$ cat config.mk
export PLATFORM = sky130hd
export DESIGN_NAME = press_count_sched
export DESIGN_NICKNAME = d
export VERILOG_FILES = /design/src/rtl/press_count_sched_pkg.sv /design/src/rtl/press_count_sched_debounce.sv /design/src/rtl/press_count_sched.sv
export SDC_FILE = /design/constraint.sdc
export NUM_CORES = 1
export LEC_CHECK = 0
export BUFFER_PORTS_ARGS = -buffer_cell sky130_fd_sc_hd__buf_4
export CAP_MARGIN = 10
export CORE_MARGIN = 10
export CORE_UTILIZATION = 42
export DETAILED_ROUTE_END_ITERATION = 12
export GPL_TIMING_DRIVEN = 0
export PLACE_DENSITY_LB_ADDON = 0.3
export SKIP_LAST_GASP = 1
export SLEW_MARGIN = 20
export SYNTH_ARGS = -nofsm -noshare
export SYNTH_HDL_FRONTEND = slang
export SYNTH_SLANG_ARGS = --single-unit
export TNS_END_PERCENT = 5
$ cat constraint.sdc
create_clock -name clock0 -period 2.45 [get_ports clock0]
set_input_delay 0.49 -clock clock0 [delete_from_list [all_inputs] [get_ports clock0]]
set_output_delay 0.49 -clock clock0 [all_outputs]
set_load 0.02 [all_outputs]
$ cat src/rtl/press_count_sched_pkg.sv
// Shared definitions for the press counter front end: FSM encodings, direction codes, defaults.
// Optional auto-repeat is enabled by defining PRESS_AUTOREPEAT_EN.
package press_count_sched_pkg;

    localparam logic [1:0] ST_IDLE     = 2'd0;
    localparam logic [1:0] ST_ISSUE_UP = 2'd1;
    localparam logic [1:0] ST_ISSUE_DN = 2'd2;
    localparam logic [1:0] ST_GAP      = 2'd3;

    localparam logic DIR_UP = 1'b1;
    localparam logic DIR_DN = 1'b0;

    localparam int DEFAULT_DEBOUNCE_CYCLES = 16;

    // Bits needed for a counter that runs 0..n-1, never less than one.
    function automatic int cnt_width(input int n);
        return (n <= 2) ? 1 : $clog2(n);
    endfunction

endpackage

$ cat src/rtl/press_count_sched_debounce.sv
// One button input path: 2-flop synchroniser, stability debounce, press pulse.
// With PRESS_AUTOREPEAT_EN defined, a held button also emits periodic repeat pulses.
module press_count_sched_debounce
    import press_count_sched_pkg::*;
#(
    parameter int DEBOUNCE_CYCLES = DEFAULT_DEBOUNCE_CYCLES
`ifdef PRESS_AUTOREPEAT_EN
    ,
    parameter int REPEAT_DELAY    = 64,
    parameter int REPEAT_PERIOD   = 16
`endif
) (
    input  logic clk_i,
    input  logic rst_ni,
    input  logic btn_i,
    output logic press_o
);

    localparam int DB_W = cnt_width(DEBOUNCE_CYCLES);
    localparam logic [DB_W-1:0] DB_LAST = DB_W'(DEBOUNCE_CYCLES - 1);

    logic            sync1_q;
    logic            sync2_q;
    logic            stable_q;
    logic            press_q;
    logic [DB_W-1:0] db_cnt_q;
    logic            accept;
    logic            rep_fire;

    assign accept = (sync2_q != stable_q) && (db_cnt_q == DB_LAST);

`ifdef PRESS_AUTOREPEAT_EN
    localparam int RP_W = cnt_width(REPEAT_DELAY);
    logic [RP_W-1:0] rep_q;

    // After the first repeat the timer restarts one period short of the delay.
    assign rep_fire = stable_q && (rep_q == RP_W'(REPEAT_DELAY - 1));

    always_ff @(posedge clk_i or negedge rst_ni) begin
        if (!rst_ni) begin
            rep_q <= '0;
        end else if (!stable_q) begin
            rep_q <= '0;
        end else if (rep_fire) begin
            rep_q <= RP_W'(REPEAT_DELAY - REPEAT_PERIOD);
        end else begin
            rep_q <= rep_q + 1'b1;
        end
    end
`else
    assign rep_fire = 1'b0;
`endif

    always_ff @(posedge clk_i or negedge rst_ni) begin
        if (!rst_ni) begin
            sync1_q  <= 1'b0;
            sync2_q  <= 1'b0;
            stable_q <= 1'b0;
            db_cnt_q <= '0;
            press_q  <= 1'b0;
        end else begin
            sync1_q <= btn_i;
            sync2_q <= sync1_q;
            if ((sync2_q == stable_q) || accept) begin
                db_cnt_q <= '0;
            end else begin
                db_cnt_q <= db_cnt_q + 1'b1;
            end
            if (accept) begin
                stable_q <= sync2_q;
            end
            press_q <= (accept && sync2_q) || rep_fire;
        end
    end

    assign press_o = press_q;

endmodule

$ cat src/rtl/press_count_sched.sv
// Press scheduler: debounced up/down events are queued in saturating counters and issued
// one pulse at a time with a forced gap. Auto-repeat is enabled by defining PRESS_AUTOREPEAT_EN.
module press_count_sched
    import press_count_sched_pkg::*;
#(
    parameter int DEBOUNCE_CYCLES = DEFAULT_DEBOUNCE_CYCLES,
    parameter int PEND_W          = 4,
    parameter int GAP_CYCLES      = 1
`ifdef PRESS_AUTOREPEAT_EN
    ,
    parameter int REPEAT_DELAY    = 64,
    parameter int REPEAT_PERIOD   = 16
`endif
) (
    input  logic              clock0,
    input  logic              reset,
    input  logic              btn_up,
    input  logic              btn_down,
    input  logic              clear_drop,
    output logic              countu,
    output logic              countd,
    output logic [PEND_W-1:0] pending_up,
    output logic [PEND_W-1:0] pending_down,
    output logic              busy,
    output logic              drop
);

    localparam int GAP_W = cnt_width(GAP_CYCLES);
    localparam logic [GAP_W-1:0] GAP_LAST = GAP_W'(GAP_CYCLES - 1);

    // Index 0 is the up direction, index 1 the down direction.
    logic [1:0] btn_raw;
    logic [1:0] press_ev;
    logic [1:0] issue;
    logic [1:0] nonzero;
    logic [1:0] overflow;

    logic [1:0]       state_q, state_d;
    logic             last_dir_q, last_dir_d;
    logic [GAP_W-1:0] gap_cnt_q, gap_cnt_d;
    logic             countu_q, countd_q, busy_q, drop_q;
    logic             arb;

    assign btn_raw = {btn_down, btn_up};
    assign issue   = {state_q == ST_ISSUE_DN, state_q == ST_ISSUE_UP};

    for (genvar gi = 0; gi < 2; gi++) begin : g_btn
        logic [PEND_W-1:0] pend_q;

        press_count_sched_debounce #(
            .DEBOUNCE_CYCLES(DEBOUNCE_CYCLES)
`ifdef PRESS_AUTOREPEAT_EN
            ,
            .REPEAT_DELAY   (REPEAT_DELAY),
            .REPEAT_PERIOD  (REPEAT_PERIOD)
`endif
        ) u_debounce (
            .clk_i  (clock0),
            .rst_ni (reset),
            .btn_i  (btn_raw[gi]),
            .press_o(press_ev[gi])
        );

        assign nonzero[gi]  = |pend_q;
        assign overflow[gi] = press_ev[gi] && !issue[gi] && (&pend_q);

        always_ff @(posedge clock0 or negedge reset) begin
            if (!reset) begin
                pend_q <= '0;
            end else if (press_ev[gi] && !issue[gi] && !(&pend_q)) begin
                pend_q <= pend_q + 1'b1;
            end else if (!press_ev[gi] && issue[gi]) begin
                pend_q <= pend_q - 1'b1;
            end
        end
    end

    // The last GAP clock arbitrates like IDLE so pulses can be GAP_CYCLES+1 apart.
    always_comb begin
        state_d    = state_q;
        last_dir_d = last_dir_q;
        gap_cnt_d  = gap_cnt_q;
        arb        = 1'b0;
        case (state_q)
            ST_IDLE: arb = 1'b1;
            ST_ISSUE_UP: begin
                state_d    = ST_GAP;
                last_dir_d = DIR_UP;
                gap_cnt_d  = '0;
            end
            ST_ISSUE_DN: begin
                state_d    = ST_GAP;
                last_dir_d = DIR_DN;
                gap_cnt_d  = '0;
            end
            default: begin
                if (gap_cnt_q == GAP_LAST) begin
                    arb = 1'b1;
                end else begin
                    gap_cnt_d = gap_cnt_q + 1'b1;
                end
            end
        endcase
        if (arb) begin
            if (nonzero[0] && nonzero[1]) begin
                state_d = (last_dir_q == DIR_UP) ? ST_ISSUE_DN : ST_ISSUE_UP;
            end else if (nonzero[0]) begin
                state_d = ST_ISSUE_UP;
            end else if (nonzero[1]) begin
                state_d = ST_ISSUE_DN;
            end else begin
                state_d = ST_IDLE;
            end
        end
    end

    always_ff @(posedge clock0 or negedge reset) begin
        if (!reset) begin
            state_q    <= ST_IDLE;
            last_dir_q <= DIR_DN;
            gap_cnt_q  <= '0;
            countu_q   <= 1'b0;
            countd_q   <= 1'b0;
            busy_q     <= 1'b0;
            drop_q     <= 1'b0;
        end else begin
            state_q    <= state_d;
            last_dir_q <= last_dir_d;
            gap_cnt_q  <= gap_cnt_d;
            countu_q   <= (state_d == ST_ISSUE_UP);
            countd_q   <= (state_d == ST_ISSUE_DN);
            busy_q     <= (state_d != ST_IDLE);
            if (|overflow) begin
                drop_q <= 1'b1;
            end else if (clear_drop) begin
                drop_q <= 1'b0;
            end
        end
    end

    assign countu       = countu_q;
    assign countd       = countd_q;
    assign busy         = busy_q;
    assign drop         = drop_q;
    assign pending_up   = g_btn[0].pend_q;
    assign pending_down = g_btn[1].pend_q;

endmodule

Word level (Yosys, flattened, before mapping):

Cells that the tools add are included.

* $add $sub $neg: 7
* muxes and demuxes: 19
* equal/unequal tests: 10
* reductions and logical operators: 33

Operator list (number)
* $mux W4: 6
* $add A4 B1 Y4 const B: 4
* $logic_and A1 B1 Y1: 13
* $mux W2: 6
* $reduce_bool A2 Y1: 5
* $eq A4 B4 Y1 const B: 2
* $reduce_and A4 Y1: 2
* $reduce_or A4 Y1: 2
* $sub A4 B1 Y4 const B: 2
* $logic_not A1 Y1: 6
* $pmux W1 S2: 3
* $eq A2 B1 Y1 const B: 2
* $eq A2 B2 Y1 const B: 2
* $mux W1: 4
* $reduce_or A2 Y1: 2
* $eq A1 B1 Y1: 2
* $logic_not A2 Y1: 1
* $logic_or A1 B1 Y1: 2
* $ne A1 B1 Y1: 2
* $add A1 B1 Y1 const B: 1

* input port bits: 5
* output and inout port bits: 12
* bits in registers: 32

Depth between registers and ports, before layout:

* word-level depth: 6
* gate-level depth with buffers: 9
* mapped depth without buffers: 9

Hierarchy:

A second synthesis with hierarchy kept.

* cell total of the unflattened synthesis: 115
* area, all modules: 1476.4 um^2

By module, submodules not included
* press_count_sched: area each 843.3 um^2, cells each 71, instances 1
* press_count_sched_debounce: area each 316.6 um^2, cells each 22, instances 2

Least setup slack after synthesis:

Ideal clock, no wire load.

* path kind: reg-to-reg
* start point: register state_q[0]
* end point: register g_btn[1].pend_q[3] (netlist: pending_down[3])
* data arrival time: 1.778 ns
* period minus slack after synthesis: 1.857 ns
* setup time: 0.080 ns
* stages on the path, launching flop included: 10
* required time: 2.370 ns
* slack: 0.593 ns
* path through: dfrtp_1 > inv_1 > ha_1 > nor2b_1 > nand2_2 > ha_1 > a21o_1 > a21oi_1 > mux2i_1 > xor2_1

* cells in the longest elaborated chain, start to end: 5

RTL lines
* from (decl): line press_count_sched.sv:38 `logic [1:0] state_q, state_d;`
* from (signal assigned): line press_count_sched.sv:127 `state_q <= state_d;`
* $eq A2 B2 Y1 (*): line press_count_sched.sv:45 `assign issue = {state_q == ST_ISSUE_DN, state_q == ST_ISSUE_UP};`
* $logic_not A1 Y1: line press_count_sched.sv:70 `end else if (press_ev[gi] && !issue[gi] && !(&pend_q)) begin`
* $logic_and A1 B1 Y1 (2 in a row): line press_count_sched.sv:70
* $mux W4 or $reduce_bool A2 Y1 (tied branches)
* to (signal assigned): line press_count_sched.sv:71 `pend_q <= pend_q + 1'b1;`
* to (signal assigned): line press_count_sched.sv:73 `pend_q <= pend_q - 1'b1;`
* to (decl): line press_count_sched.sv:48 `logic [PEND_W-1:0] pend_q;`

Every way passes the cells marked *; elsewhere a longest branch is shown, timed or not.
A chain may end at the register's enable or synchronous reset.

Worst setup path after layout:

Same ends and word-level chain as after synthesis.

==> impl_results.md <==
- Most used cell, CP: ha_1
- Period utilization: ~80%
- Status: completed
- Nets@finish: between 150 and 200
- Vias: 850
- Fmax: roughly 500 MHz
- CP Class: reg -> reg
- #FFs+latches synth: 31
- DIE HEIGHT: 78.81 µm
- Clk buf depth: 2
- Flop pwr share: ~40%
- Clock latency on the worst-skew pair: about 0.32 ns
- Crit path largest cell delay: between 0.3 and 0.4 ns
- ANT nets after route: 0
- Synthesis-to-layout area growth: 15.68%
- CTS root buf: clkbuf_4
- Worst Path Required: around 2.7 ns
- Post-Syn Nets: 132
- Max-cap violations: 0
- Total GRT Usage: a little over 8%
- Slew Limit Fails: 0
- Final GP Congestion: 0.7739
- Core Box Area: about 3300 µm²
- Vias/cell: about 4.6
- RSZ-0062 raised after global routing: no
- Register area share after synthesis: ~53%
- # hold bufs at CTS: 0
- Initial core utilization: between 40% and 50%
- Hpwl dp: approximately 1700 µm
- # IOs: 17
- Setup TNS: 0 ns
- DRC: 0
- Startpoint Class: flop
- Reg clk slew, reported paths: approximately 0.09 ns
- Die area: roughly 6200 µm²
- Min Hold Slack: 0.08314 ns
- # port buffers: 16
- Gate power share: ~46%
- Pwr Density: around 1200 nW/µm²
- Pin count of the biggest net entering global routing: 32
- Cell count after synthesis: about 120
- Total power: ~0.002 W
- Hold Crit Class: in -> async
- Final Hold Vio Count: 0
- Share of cells above drive strength 1: between 20% and 30%
- Number of buffers created by CTS: 5
- Setup bufs post-CTS: 0
- Htree depth: 2
- Final WL: 2268 µm
- Mapped Avg Cell Area: ~13 µm²
- Final setup fails: 0
- Critical Path Slowest Stage Cell: dfrtp_1
- Setup Skew: 0.008043 ns
- Static leakage: about 0.8 nW
- Diode count: 0
- Clock network power share: between 10% and 20%
- Count of different cell masters after synthesis: 25
- Synthesized area: roughly 1500 µm²
- Switch Pwr: ~0.00074 W
- Die W: 78.81 µm
- Router iterations before antenna repair: 3
- Number of global-route vias before repair: 950
- First-pass GRT wire length: between 4000 and 5000 µm
- Post-cts resize count: 0
- Crit end category: flop
- Global route total overflow: 0
- Worst path cell trace: inv_1, ha_1, nor2b_1, nand2_2, ha_1, a21o_1, a21oi_1, mux2i_1, xor2_1
- Internal: roughly 0.0012 W
- Row cnt: 21
- Drt wl/cell: between 10 and 15 µm
- CTS tree: done
- Max-slew headroom: 73.76%
- Worst path arrival time: 2.28 ns
- Peak VDD IR: 0.3271 mV
- CP max FO: 5
- Slew @ Worst Pin: about 0.39 ns
- Fin crit period: roughly 2.0 ns
- Switching share of power: between 30% and 40%
- CTS Sinks: 31
- DRT iter0 DRCs: 53
- Yosys warning total: 0
- Initial antenna violation count: 0
==> power by group through the flow <==
stage               clock network (W)  registers, W  logic (W)
CTS                          0.000285      0.000799   0.000928
finish                       0.000271      0.000796   0.000908
global placement                    0      0.000799   0.000895
detailed placement                  0      0.000807   0.000928
global route                 0.000313      0.000823    0.00101
floorplan                           0      0.000892   0.000562
==> cells in the final DEF, fill, tap and decap left out, types with 2 or more instances in the layout <==
cell type	n
xor2_1	6
a21o_1	4
nand2_2	2
xnor2_1	6
mux2i_1	3
nand4_1	2
clkbuf_1	2
nor3b_1	2
nor4_2	2
nor2_1	12
inv_1	7
nand2b_1	4
nor2b_1	4
fa_1	2
and2_4	2
ha_1	9
dfrtp_1	31
clkbuf_4	5
nand3_1	4
a21oi_1	3
mux2_4	4
buf_4	16
mux2_1	2
==> routing by layer <==
metal / global-route usage [%] / routed length [µm] / vias to the layer above
met5: 0 / 0 / -
met4: 4.301 / 37 / 0
met3: 3.604 / 135 / 5
met2: 13.40 / 1112 / 15
met1: 8.748 / 983 / 399
li1: - / - / 431
==> layout make-up <==
class | instances | area, µm²
inverter | 7 | 26.28
fill | 326 | 1657
tap | 46 | 57.56
sequential | 31 | 775.7
clock buffer | 7 | 45.04
clock inverter | 1 | 5.005
timing repair buffer | 16 | 120.1
multi-input combinational | 77 | 639.4
buffer | 1 | 11.26
==> sequential cells by signal, indices dropped and copies added, names as in the netlist <==
name and count:
state_q 2, busy 1, g_btn.u_debounce.sync2_q 2, countd 1, g_btn.u_debounce.db_cnt_q 8, last_dir_q 1, g_btn.u_debounce.stable_q 2, drop 1
countu 1, pending_up 4, pending_down 4, g_btn.u_debounce.sync1_q 2, g_btn.u_debounce.press_o 2
==> synth_stat cells (all sizes together) <==
cell type	instances	area [µm²]
a21o	4	30.03
and2	2	17.52
dfrtp	31	775.7
mux2i	3	30.03
nand3	4	20.02
inv	7	26.28
nor3	1	10.01
nand2b	4	25.02
xnor2	6	52.55
buf	1	11.26
xor2	6	52.55
mux2	6	82.58
nor2b	4	25.02
ha	9	112.6
nor3b	2	15.01
o21a	1	7.510
fa	2	40.04
nand4	2	12.51
nor4	2	25.02
o21ai	1	5.000
nand2	3	16.26
nor2	12	45.04
a21oi	3	15.01
==> worst max-delay path: cells and delay by family, from the launching register on <==
| kind | cells | cell delay (ns) |
|---|---|---|
| muxes | 1 | 0.24 |
| and+or+nand+nor | 2 | 0.28 |
| xor gates and xnor gates | 1 | 0.16 |
| AOI/OAI and AO/OA | 2 | 0.31 |
| buffers and inverters | 1 | 0.07 |
| adders and majority gates | 2 | 0.52 |
| DFF | 1 | 0.37 |
==> cell families (layout without fill, tap and decap cells) <==
group | Yosys count | count (layout) | share of synthesized area [%]
xor+xnor | 12 | 12 | 7.235
compound gates | 9 | 9 | 3.962
flops | 31 | 31 | 53.40
fa+ha+maj | 11 | 11 | 10.51
buf+inv | 8 | 32 | 2.584
simple gates | 36 | 36 | 14.55
mux | 9 | 9 | 7.752
==> worst paths after layout <==
kind                                        startpoint                          end  slack (ns)  depth (start not counted)
max                                         state_q[0]              pending_down[3]        0.43                          9
min                                              reset              pending_down[3]        0.08                          1
max reg2reg                                 state_q[0]              pending_down[3]        0.43                          9
min reg2reg                g_btn[1].u_debounce.sync1_q  g_btn[1].u_debounce.sync2_q        0.35                          0
max in group asynchronous                        reset                       countd        2.09                          1
min in group clock0                           btn_down  g_btn[1].u_debounce.sync1_q        0.27                          1
==> metrics by stage <==
stage,utilization (%),std cells,worst slack [ns],cell area (µm²)
after floorplan,-,116,0.5926,1453
after global placement,48.86,178,0.4875,1630
after detailed placement,48.86,178,0.4295,1630
after CTS,50.36,186,0.4152,1680
after global routing,50.36,186,0.1784,1680
final,50.36,186,0.4295,1680
Power figures use the tool's default switching activity.
